$ cat src/rtl/axis_register_responder_if.sv
`default_nettype none
// ---------------------------------------------------------------------------
// axi_stream : valid/ready stream carrying a data word and a destination tag.
// Revision   : 1.0
// ---------------------------------------------------------------------------
interface axi_stream #(
  parameter int DATA_WIDTH = 32,
  parameter int DEST_WIDTH = 32
);
  logic                  valid;
  logic                  ready;
  logic [DATA_WIDTH-1:0] data;
  logic [DEST_WIDTH-1:0] dest;

  modport master (output valid, output data, output dest, input ready);
  modport slave  (input valid, input data, input dest, output ready);
endinterface
`default_nettype wire

$ cat src/rtl/axis_register_responder.sv
`default_nettype none
// ---------------------------------------------------------------------------
// axis_register_responder : register bank answering stream read requests
//                           with one response beat each, written via stream.
// Revision                : 1.0
// ---------------------------------------------------------------------------
module axis_register_responder #(
  parameter int                       DATA_WIDTH      = 32,
  parameter int                       ADDRESS_WIDTH   = 32,
  parameter int                       REGISTER_NUMBER = 4,
  parameter logic [ADDRESS_WIDTH-1:0] BASE_ADDR       = '0,
  parameter logic [DATA_WIDTH-1:0]    UNMAPPED_VALUE  = DATA_WIDTH'(32'hDEADBEEF)
) (
  input  wire logic clock,
  input  wire logic reset,
  axi_stream.slave  request,
  axi_stream.master response,
  axi_stream.slave  write_in,
  output logic      read_error,
  output logic      write_error
);

  localparam int IDX_W = (REGISTER_NUMBER > 1) ? $clog2(REGISTER_NUMBER) : 1;
  localparam logic [ADDRESS_WIDTH:0] REG_COUNT = (ADDRESS_WIDTH + 1)'(REGISTER_NUMBER);

  localparam logic [0:0] IDLE    = 1'b0;
  localparam logic [0:0] RESPOND = 1'b1;

  logic [0:0]              state_q, state_d;
  logic [DATA_WIDTH-1:0]   regs_q [REGISTER_NUMBER];
  logic [DATA_WIDTH-1:0]   regs_d [REGISTER_NUMBER];
  logic [DATA_WIDTH-1:0]   resp_data_q, resp_data_d;
  logic [ADDRESS_WIDTH-1:0] resp_dest_q, resp_dest_d;
  logic                    read_error_q, read_error_d;
  logic                    write_error_q, write_error_d;

  logic [ADDRESS_WIDTH-1:0] w_rd_off, w_wr_off;
  logic                     w_rd_mapped, w_wr_mapped;
  logic [IDX_W-1:0]         w_rd_idx, w_wr_idx;
  logic                     w_req_fire;
  logic                     unused_request_dest;

  // Offsets are taken modulo 2^ADDRESS_WIDTH; the lower-bound test rejects wrapped values.
  assign w_rd_off    = request.data - BASE_ADDR;
  assign w_wr_off    = write_in.dest - BASE_ADDR;
  assign w_rd_mapped = (request.data >= BASE_ADDR) && ({1'b0, w_rd_off} < REG_COUNT);
  assign w_wr_mapped = (write_in.dest >= BASE_ADDR) && ({1'b0, w_wr_off} < REG_COUNT);
  assign w_rd_idx    = w_rd_off[IDX_W-1:0];
  assign w_wr_idx    = w_wr_off[IDX_W-1:0];
  assign w_req_fire  = (state_q == IDLE) && request.valid;

  assign unused_request_dest = ^request.dest;

  // State and datapath registers
  always_ff @(posedge clock or negedge reset) begin
    if (!reset) begin
      state_q       <= IDLE;
      resp_data_q   <= '0;
      resp_dest_q   <= '0;
      read_error_q  <= 1'b0;
      write_error_q <= 1'b0;
      for (int i = 0; i < REGISTER_NUMBER; i++) begin
        regs_q[i] <= '0;
      end
    end else begin
      state_q       <= state_d;
      resp_data_q   <= resp_data_d;
      resp_dest_q   <= resp_dest_d;
      read_error_q  <= read_error_d;
      write_error_q <= write_error_d;
      for (int i = 0; i < REGISTER_NUMBER; i++) begin
        regs_q[i] <= regs_d[i];
      end
    end
  end

  // Next-state logic
  always_comb begin
    state_d = state_q;
    case (state_q)
      IDLE:    if (request.valid)  state_d = RESPOND;
      RESPOND: if (response.ready) state_d = IDLE;
      default: state_d = IDLE;
    endcase
  end

  // Bank update and write-error detection
  always_comb begin
    regs_d        = regs_q;
    write_error_d = 1'b0;
    if (write_in.valid) begin
      if (w_wr_mapped) begin
        regs_d[w_wr_idx] = write_in.data;
      end else begin
        write_error_d = 1'b1;
      end
    end
  end

  // Response capture: a same-cycle write to the read target wins over the stored value
  always_comb begin
    resp_data_d  = resp_data_q;
    resp_dest_d  = resp_dest_q;
    read_error_d = 1'b0;
    if (w_req_fire) begin
      resp_dest_d = request.data;
      if (!w_rd_mapped) begin
        resp_data_d  = UNMAPPED_VALUE;
        read_error_d = 1'b1;
      end else if (write_in.valid && w_wr_mapped && (w_wr_idx == w_rd_idx)) begin
        resp_data_d = write_in.data;
      end else begin
        resp_data_d = regs_q[w_rd_idx];
      end
    end
  end

  // Outputs
  always_comb begin
    request.ready  = (state_q == IDLE);
    response.valid = (state_q == RESPOND);
    response.data  = resp_data_q;
    response.dest  = resp_dest_q;
    write_in.ready = 1'b1;
    read_error     = read_error_q;
    write_error    = write_error_q;
  end

endmodule
`default_nettype wire

$ cat src/flat_wrapper.sv
// flat-port wrapper written by rule: the top's interface ports become plain ports
module axis_register_responder_flat 
#(
  parameter int                       DATA_WIDTH      = 32,
  parameter int                       ADDRESS_WIDTH   = 32,
  parameter int                       REGISTER_NUMBER = 4,
  parameter logic [ADDRESS_WIDTH-1:0] BASE_ADDR       = '0,
  parameter logic [DATA_WIDTH-1:0]    UNMAPPED_VALUE  = DATA_WIDTH'(32'hDEADBEEF)
)
  (clock, reset, read_error, write_error, request_valid, request_data, request_dest, request_ready, response_valid, response_data, response_dest, response_ready, write_in_valid, write_in_data, write_in_dest, write_in_ready);
  axi_stream #(.DATA_WIDTH(DATA_WIDTH), .DEST_WIDTH((32))) request_i ();
  axi_stream #(.DATA_WIDTH(DATA_WIDTH), .DEST_WIDTH((32))) response_i ();
  axi_stream #(.DATA_WIDTH(DATA_WIDTH), .DEST_WIDTH((32))) write_in_i ();
  input  wire logic clock;
  input  wire logic reset;
  output logic read_error;
  output logic write_error;
  input wire logic [$bits(request_i.valid)-1:0] request_valid;
  input wire logic [$bits(request_i.data)-1:0] request_data;
  input wire logic [$bits(request_i.dest)-1:0] request_dest;
  output wire logic [$bits(request_i.ready)-1:0] request_ready;
  output wire logic [$bits(response_i.valid)-1:0] response_valid;
  output wire logic [$bits(response_i.data)-1:0] response_data;
  output wire logic [$bits(response_i.dest)-1:0] response_dest;
  input wire logic [$bits(response_i.ready)-1:0] response_ready;
  input wire logic [$bits(write_in_i.valid)-1:0] write_in_valid;
  input wire logic [$bits(write_in_i.data)-1:0] write_in_data;
  input wire logic [$bits(write_in_i.dest)-1:0] write_in_dest;
  output wire logic [$bits(write_in_i.ready)-1:0] write_in_ready;
  assign request_i.valid = request_valid;
  assign request_i.data = request_data;
  assign request_i.dest = request_dest;
  assign request_ready = request_i.ready;
  assign response_valid = response_i.valid;
  assign response_data = response_i.data;
  assign response_dest = response_i.dest;
  assign response_i.ready = response_ready;
  assign write_in_i.valid = write_in_valid;
  assign write_in_i.data = write_in_data;
  assign write_in_i.dest = write_in_dest;
  assign write_in_ready = write_in_i.ready;
  axis_register_responder #(.DATA_WIDTH(DATA_WIDTH), .ADDRESS_WIDTH(ADDRESS_WIDTH), .REGISTER_NUMBER(REGISTER_NUMBER), .BASE_ADDR(BASE_ADDR), .UNMAPPED_VALUE(UNMAPPED_VALUE)) u_core (.clock(clock), .reset(reset), .request(request_i), .response(response_i), .write_in(write_in_i), .read_error(read_error), .write_error(write_error));
endmodule
$ cat config.mk
export PLATFORM = sky130hd
export DESIGN_NAME = axis_register_responder_flat
export DESIGN_NICKNAME = d
export VERILOG_FILES = /design/src/rtl/axis_register_responder_if.sv /design/src/rtl/axis_register_responder.sv /design/src/flat_wrapper.sv
export SDC_FILE = /design/constraint.sdc
export NUM_CORES = 1
export LEC_CHECK = 0
export CORE_MARGIN = 4
export CORE_UTILIZATION = 45
export DETAILED_ROUTE_END_ITERATION = 7
export PLACE_DENSITY = 0.73
export SLEW_MARGIN = 20
export SYNTH_ARGS = -nofsm -noshare
export SYNTH_HDL_FRONTEND = slang
export SYNTH_SLANG_ARGS = --single-unit
$ cat constraint.sdc
create_clock -name clock -period 1.6 [get_ports clock]
set_clock_uncertainty 0.1 [all_clocks]
set_input_delay 0.48 -clock clock [delete_from_list [all_inputs] [get_ports clock]]
set_output_delay 0.48 -clock clock [all_outputs]
set_load 0.05 [all_outputs]
==> metrics.yaml, run 1 <==
outcome:
  status: "finished, violations left"
  violations: "setup timing"
worst_setup_path:
  cp_slowest_cell: "nor4_4"
  critPathMaxFanout: 6
  path_cells: "buf_8 -> nor4_4 -> nand4_4 -> nor4b_4 -> buf_6 -> clkbuf_16 -> mux2_4"
  crit_type: "in2reg"
  cpPeakStageDelay_ps: 340
  start_kind: "input port"
  path_buf_inv: 3
  critPathRequiredTime_ps: 1810
  cp-end-kind: "flop"
  critPathArrivalTime_ps: 2180
  cpLargestDelayFamily: "simple AND/OR/NAND/NOR gates"
global_routing:
  grt_pass1_vias: 6683
  overflow: 0
  antenna_found_initial: 1
  grtUsageTotal_pct: 21.7
  grt_max_degree: 45
  grt_pass1_wl_mm: 37.1
synthesis:
  ys_types: 33
  synth_top_area_share_pct: 55.7
  synth.net_count: 750
  yosysSeqAreaShare_pct: 55.7
  syn_inst: 617
  yosysMostFrequentCell: "dfrtp_1"
  yosys_warnings: 0
  avgSynthCellArea_sq_um: 14.2
  synth-async-reset-ratio_pct: 100
  yosysTopAreaCell: "dfrtp_1"
  synthFlopType: "dfrtp_1"
  syn_area_sq_um: 8750
  synth.area.top_cells: "dfrtp_1 56%, mux2_2 16%, mux4_2 8.2%"
  synth_edf_count: 0
  ys_ff_latch: 195
  synth_commonest_cells: "195 x dfrtp_1, 121 x mux2_2, 98 x nand2_1"
layout:
  utilization_pct: 71.1
  syn_to_final_growth_pct: 53.4
  n_fill_cell: 1192
  final_area_sq_um: 13400
  drive_above_1_share_pct: 54.1
  final_cells: 1144
  fin_nets: 1003
detailed_routing:
  ant_nets: 0
  vias: 6152
  drt_iter0_markers: 322
  vias_per_cell: 5.38
  drc: 0
  totalWireLength_mm: 23.6
  drtPass1Iterations: 4
  avgRoutedWirePerCell_um: 20.6
cts:
  root_buffer: "clkbuf_16"
  cts.path.max_buffers: 2
  cts_tree: "yes"
  path_clk_slew_ps: 70
  numCtsBuffers: 17
  htree_levels: 4
  insertion_delay_ps: 430
  clock-sinks: 195
die:
  dieArea_sq_um: 21800
  core_area_sq_um: 18900
  io_pins: 202
  die_y_um: 147
  floorplan.initialDensity_pct: 46.3
  std_cell_rows: 50
  chipWidth_um: 147
placed_design:
  place_area_sq_um: 12100
  placedCellCount: 1066
  dp_hpwl_mm: 15.3
  gp_congestion: 0.809
  numPortBuffers: 168
pwr:
  p_leak_nw: 6.17
  ir_worst_vdd_v: 0.000869
  report.power.total_mw: 12.2
  p_per_area_nw_per_um2: 906
timing:
  fin_crit_sh_pct: 123
  grt_setup_unrepaired: "yes"
  slew_viol_final: 0
  setup_viol: 171
  hold_viol_final: 0
  max_freq_mhz: 509
  fin_ws_ps: -366
  tns_ps: -45540
  period_needed_ps: 1970
job:
  cap_violations: 0
min_path:
  worst_hold_path_type: "in2reg"
-- through the flow --
step	worst slack (ps)	hold slack, ps
after global placement	-1120	268
after floorplan	-581	84.4
final	-366	177
after global routing	-424	183
after detailed placement	-1190	273
after CTS	-357	163
-- cells by family (layout without fill, tap and decap cells) --
family / after synthesis / count (layout) / synth area share [%]
AO/OA/AOI/OAI: 34 / 34 / 3.17
multiplexers: 192 / 192 / 28.5
buffers and inverters: 40 / 306 / 2.97
AND/OR/NAND/NOR: 153 / 153 / 9.40
other: 1 / 2 / 0.0428
flip-flops: 195 / 195 / 55.7
XOR/XNOR: 2 / 2 / 0.200
-- path summary, 6_finish.rpt --
check,start,endpoint,cells after the start,slack [ps]
worst min-delay path,request_data[12],u_core.response.dest[12]$_DFFE_PN0P_,3,180
worst min register to register,u_core.regs_q[38]$_DFFE_PN0P_,u_core.regs_q[38]$_DFFE_PN0P_,1,390
min in group asynchronous,reset,u_core.response.valid$_DFF_PN0_,2,380
max in group asynchronous,reset,u_core.response.dest[6]$_DFFE_PN0P_,3,410
worst max register to register,u_core.response.valid$_DFF_PN0_,u_core.response.data[22]$_DFFE_PN0P_,7,-10
worst max-delay path,write_in_dest[14],u_core.regs_q[72]$_DFFE_PN0P_,7,-370
-- flip-flops by register name, summed over array words and instances (netlist names) --
| register | cells |
|---|---|
| u_core.regs_q | 128 |
| u_core.response.data | 32 |
| u_core.response.dest | 32 |
| u_core.read_error | 1 |
| u_core.response.valid | 1 |
| u_core.write_error | 1 |
-- where the power goes --
part           total (mW)  switching, mW  internal (mW)
clock                4.48           1.87           2.61
combinational        2.40           1.27           1.13
sequential           5.29          0.189           5.10
total                12.2           3.33           8.84
-- metal layers --
metal,wire length [um],vias up,global-route usage (%)
li1,-,2710,-
met1,9980,3209,28.0
met2,12000,199,37.3
met3,1190,34,4.38
met4,457,0,6.85
met5,0,-,0
-- tightest hold or removal path, stage by stage --
cell and delay [ps]:
buf_2 100, nand2_1 50, nand2_1 50
-- placed cells by master, fill, tap and decap left out, types with 6 or more instances in the layout --
cell / n
a21oi_2: 20
a22o_1: 8
buf_12: 92
buf_2: 32
buf_4: 60
buf_6: 18
clkbuf_16: 20
clkdlybuf4s15_1: 12
clkdlybuf4s50_1: 36
dfrtp_1: 190
mux2_1: 10
mux2_2: 54
mux2_4: 72
mux2i_1: 6
mux2i_2: 13
mux4_2: 32
nand2_1: 97
nor2_1: 26
nor4_4: 11
-- area by class of cell --
type | instances | area, sq um | area share, %
diodes | 1 | 2.50 | 0.0186
clock inverters | 10 | 145 | 1.08
flip-flops and latches | 195 | 4890 | 36.4
multi-input cells | 382 | 4100 | 30.5
repair buffers | 273 | 3490 | 26.0
well taps | 260 | 325 | 2.42
clock buffers | 22 | 474 | 3.53
inverters | 1 | 7.51 | 0.0559
-- what timing repair did --
item | CTS | global route
endpoints found under the setup margin | 198 | 226
endpoints found under the hold margin | 15 | 0
buffers inserted | 16 | 21
hold buffers | 1 | 0
pin swaps | 35 | 18
resized for setup | 255 | 40
cloned | 8 | 3
No activity file was read; power rests on OpenSTA's default activity.
==> run 2: changes to the inputs <==
--- a/config.mk
+++ b/config.mk
@@ -9,6 +9,7 @@
 export CORE_UTILIZATION = 45
 export DETAILED_ROUTE_END_ITERATION = 7
 export PLACE_DENSITY = 0.73
+export SETUP_SLACK_MARGIN = 0.2
 export SLEW_MARGIN = 20
 export SYNTH_ARGS = -nofsm -noshare
 export SYNTH_HDL_FRONTEND = slang
==> metrics.yaml, run 2 (same netlist as run 1, synthesis figures left out) <==
timing:
  whs_ps: 150
  hold_viol_final: 0
  max_freq_mhz: 460
  period_needed_ps: 2170
  setup_viol: 179
  fin_ws_ps: -574
  fin_crit_sh_pct: 136
  slew_viol_final: 0
  grt_setup_unrepaired: "yes"
placed_design:
  dp_hpwl_mm: 15.2
  place_area_sq_um: 12000
  numPortBuffers: 168
  gp_congestion: 0.852
detailed_routing:
  drtPass1Iterations: 5
  totalWireLength_mm: 30.0
  drt_iter0_markers: 467
  drc: 0
  vias: 6749
  avgRoutedWirePerCell_um: 25.2
  vias_per_cell: 5.67
  ant_nets: 0
pwr:
  p_int_mw: 8.77
  ir_worst_vdd_v: 0.000776
  power_frac_comb_pct: 22.5
  p_leak_nw: 6.77
  p_sw_mw: 3.61
  sw_frac_of_total_pct: 29.2
  p_per_area_nw_per_um2: 844
  report.power.total_mw: 12.4
  pwr-share-clk_pct: 34.6
  pwr-share-seq_pct: 42.8
cts:
  cts.path.max_buffers: 2
  cts_tree: "yes"
  path_clk_slew_ps: 70
  insertion_delay_ps: 440
  clock-sinks: 195
  root_buffer: "clkbuf_16"
  htree_levels: 4
  numCtsBuffers: 17
layout:
  drive_above_1_share_pct: 64.3
  final_common_cell: "dfrtp_1"
  final_area_sq_um: 14700
  regMostFlops: "u_core.regs_q"
  syn_to_final_growth_pct: 67.6
  final_cell_mix: "194 x dfrtp_1, 112 x mux2_4, 98 x buf_12"
  n_fill_cell: 987
  largest_register_ffs: 128
  fin_nets: 1050
worst_setup_path:
  cpPeakStageDelay_ps: 370
  critPathRequiredTime_ps: 1810
  r2r_slack_ps: -50
  path_buf_inv: 5
  rr_startpoint: "u_core.response.valid$_DFF_PN0_"
  r2r_end: "u_core.response.data[23]$_DFFE_PN0P_"
  cp_slowest_cell: "nor4_4"
  endpoint: "u_core.regs_q[71]$_DFFE_PN0P_"
  reg2reg_depth: 8
  cpLargestDelayFamily: "simple AND/OR/NAND/NOR gates"
  critPathArrivalTime_ps: 2380
  crit_type: "in2reg"
  crit_start: "write_in_dest[21]"
  cp-end-kind: "flop"
  cpMostUsedCell: "buf_12"
  cp.depth: 9
  start_kind: "input port"
  critPathMaxFanout: 8
  path_cells: "buf_2 -> nor4_4 -> nand4_4 -> buf_12 -> nor4b_4 -> buf_6 -> buf_12 -> buf_16 -> mux2_4"
outcome:
  status: "finished, violations left"
  violations: "setup timing"
die:
  core_area_sq_um: 18900
  die_y_um: 147
  dieArea_sq_um: 21800
  chipWidth_um: 147
  std_cell_rows: 50
  io_pins: 202
  floorplan.initialDensity_pct: 46.3
global_routing:
  grt_pass1_wl_mm: 42.5
  grtUsageTotal_pct: 25.5
  antenna_found_initial: 3
  grt_pass1_vias: 7260
  grt_max_degree: 45
  overflow: 0
job:
  cap_violations: 0
min_path:
  worst_hold_path_type: "in2reg"
-- run 2: repair_timing --
action	in CTS	in global routing
hold endpoints to repair	31	0
gates cloned	18	4
pin swaps	72	28
resized for setup	392	94
buffers inserted	48	20
endpoints found under the setup margin	260	261
hold buffers	1	0
-- run 2: routing by layer --
metal,vias up,track usage (%),routed length [um]
met4,4,8.76,868
met1,3569,31.1,11800
met3,65,6.44,1700
met5,-,0,20
li1,2818,-,-
met2,293,44.5,15600
-- run 2: worst min path at each step --
| stage | slack (ps) | end | from | cells past startpoint |
|---|---|---|---|---|
| after CTS | 140 | u_core.response.dest[13]$_DFFE_PN0P_ | request_data[13] | 3 |
| after global placement | 340 | u_core.regs_q[106]$_DFFE_PN0P_ | reset | 1 |
| after floorplan | 80 | u_core.read_error$_DFF_PN0_ | reset | 0 |
| final | 150 | u_core.response.dest[13]$_DFFE_PN0P_ | request_data[13] | 3 |
| after global routing | 140 | u_core.response.dest[13]$_DFFE_PN0P_ | request_data[13] | 3 |
| after detailed placement | 340 | u_core.regs_q[106]$_DFFE_PN0P_ | reset | 1 |
-- run 2: final cells by class --
cell class                 count  area (sq um)  area share [%]
timing repair buffer         320          4330            29.5
tap                          260           325            2.22
antenna                        1          2.50          0.0171
clock buffer                  23           488            3.33
clock inverter                 9          95.1           0.648
multi-input combinational    382          4550            31.0
sequential                   195          4880            33.3
inverter                       1          7.51          0.0512
-- run 2: power groups by stage --
stage,Clock [mW],Sequential [mW],Combinational [mW]
finish,4.28,5.30,2.79
global route,4.55,5.32,2.91
CTS,4.26,5.29,2.57
detailed placement,0,5.39,2.36
global placement,0,5.38,2.32
floorplan,0,5.90,0.351
-- run 2: worst min-delay path: stages --
cell and delay, ps:
buf_6 80, nand2_2 40, nand2_1 50
-- run 2: through the flow --
step	instances	worst slack, ps	utilization [%]	setup TNS [ps]
after global routing	1191	-620	77.7	-85780
after global placement	1067	-1180	63.8	-178480
after CTS	1166	-442	74.7	-54760
after detailed placement	1067	-1200	63.8	-184940
final	1191	-574	77.7	-77080
after floorplan	617	-581	-	-79560
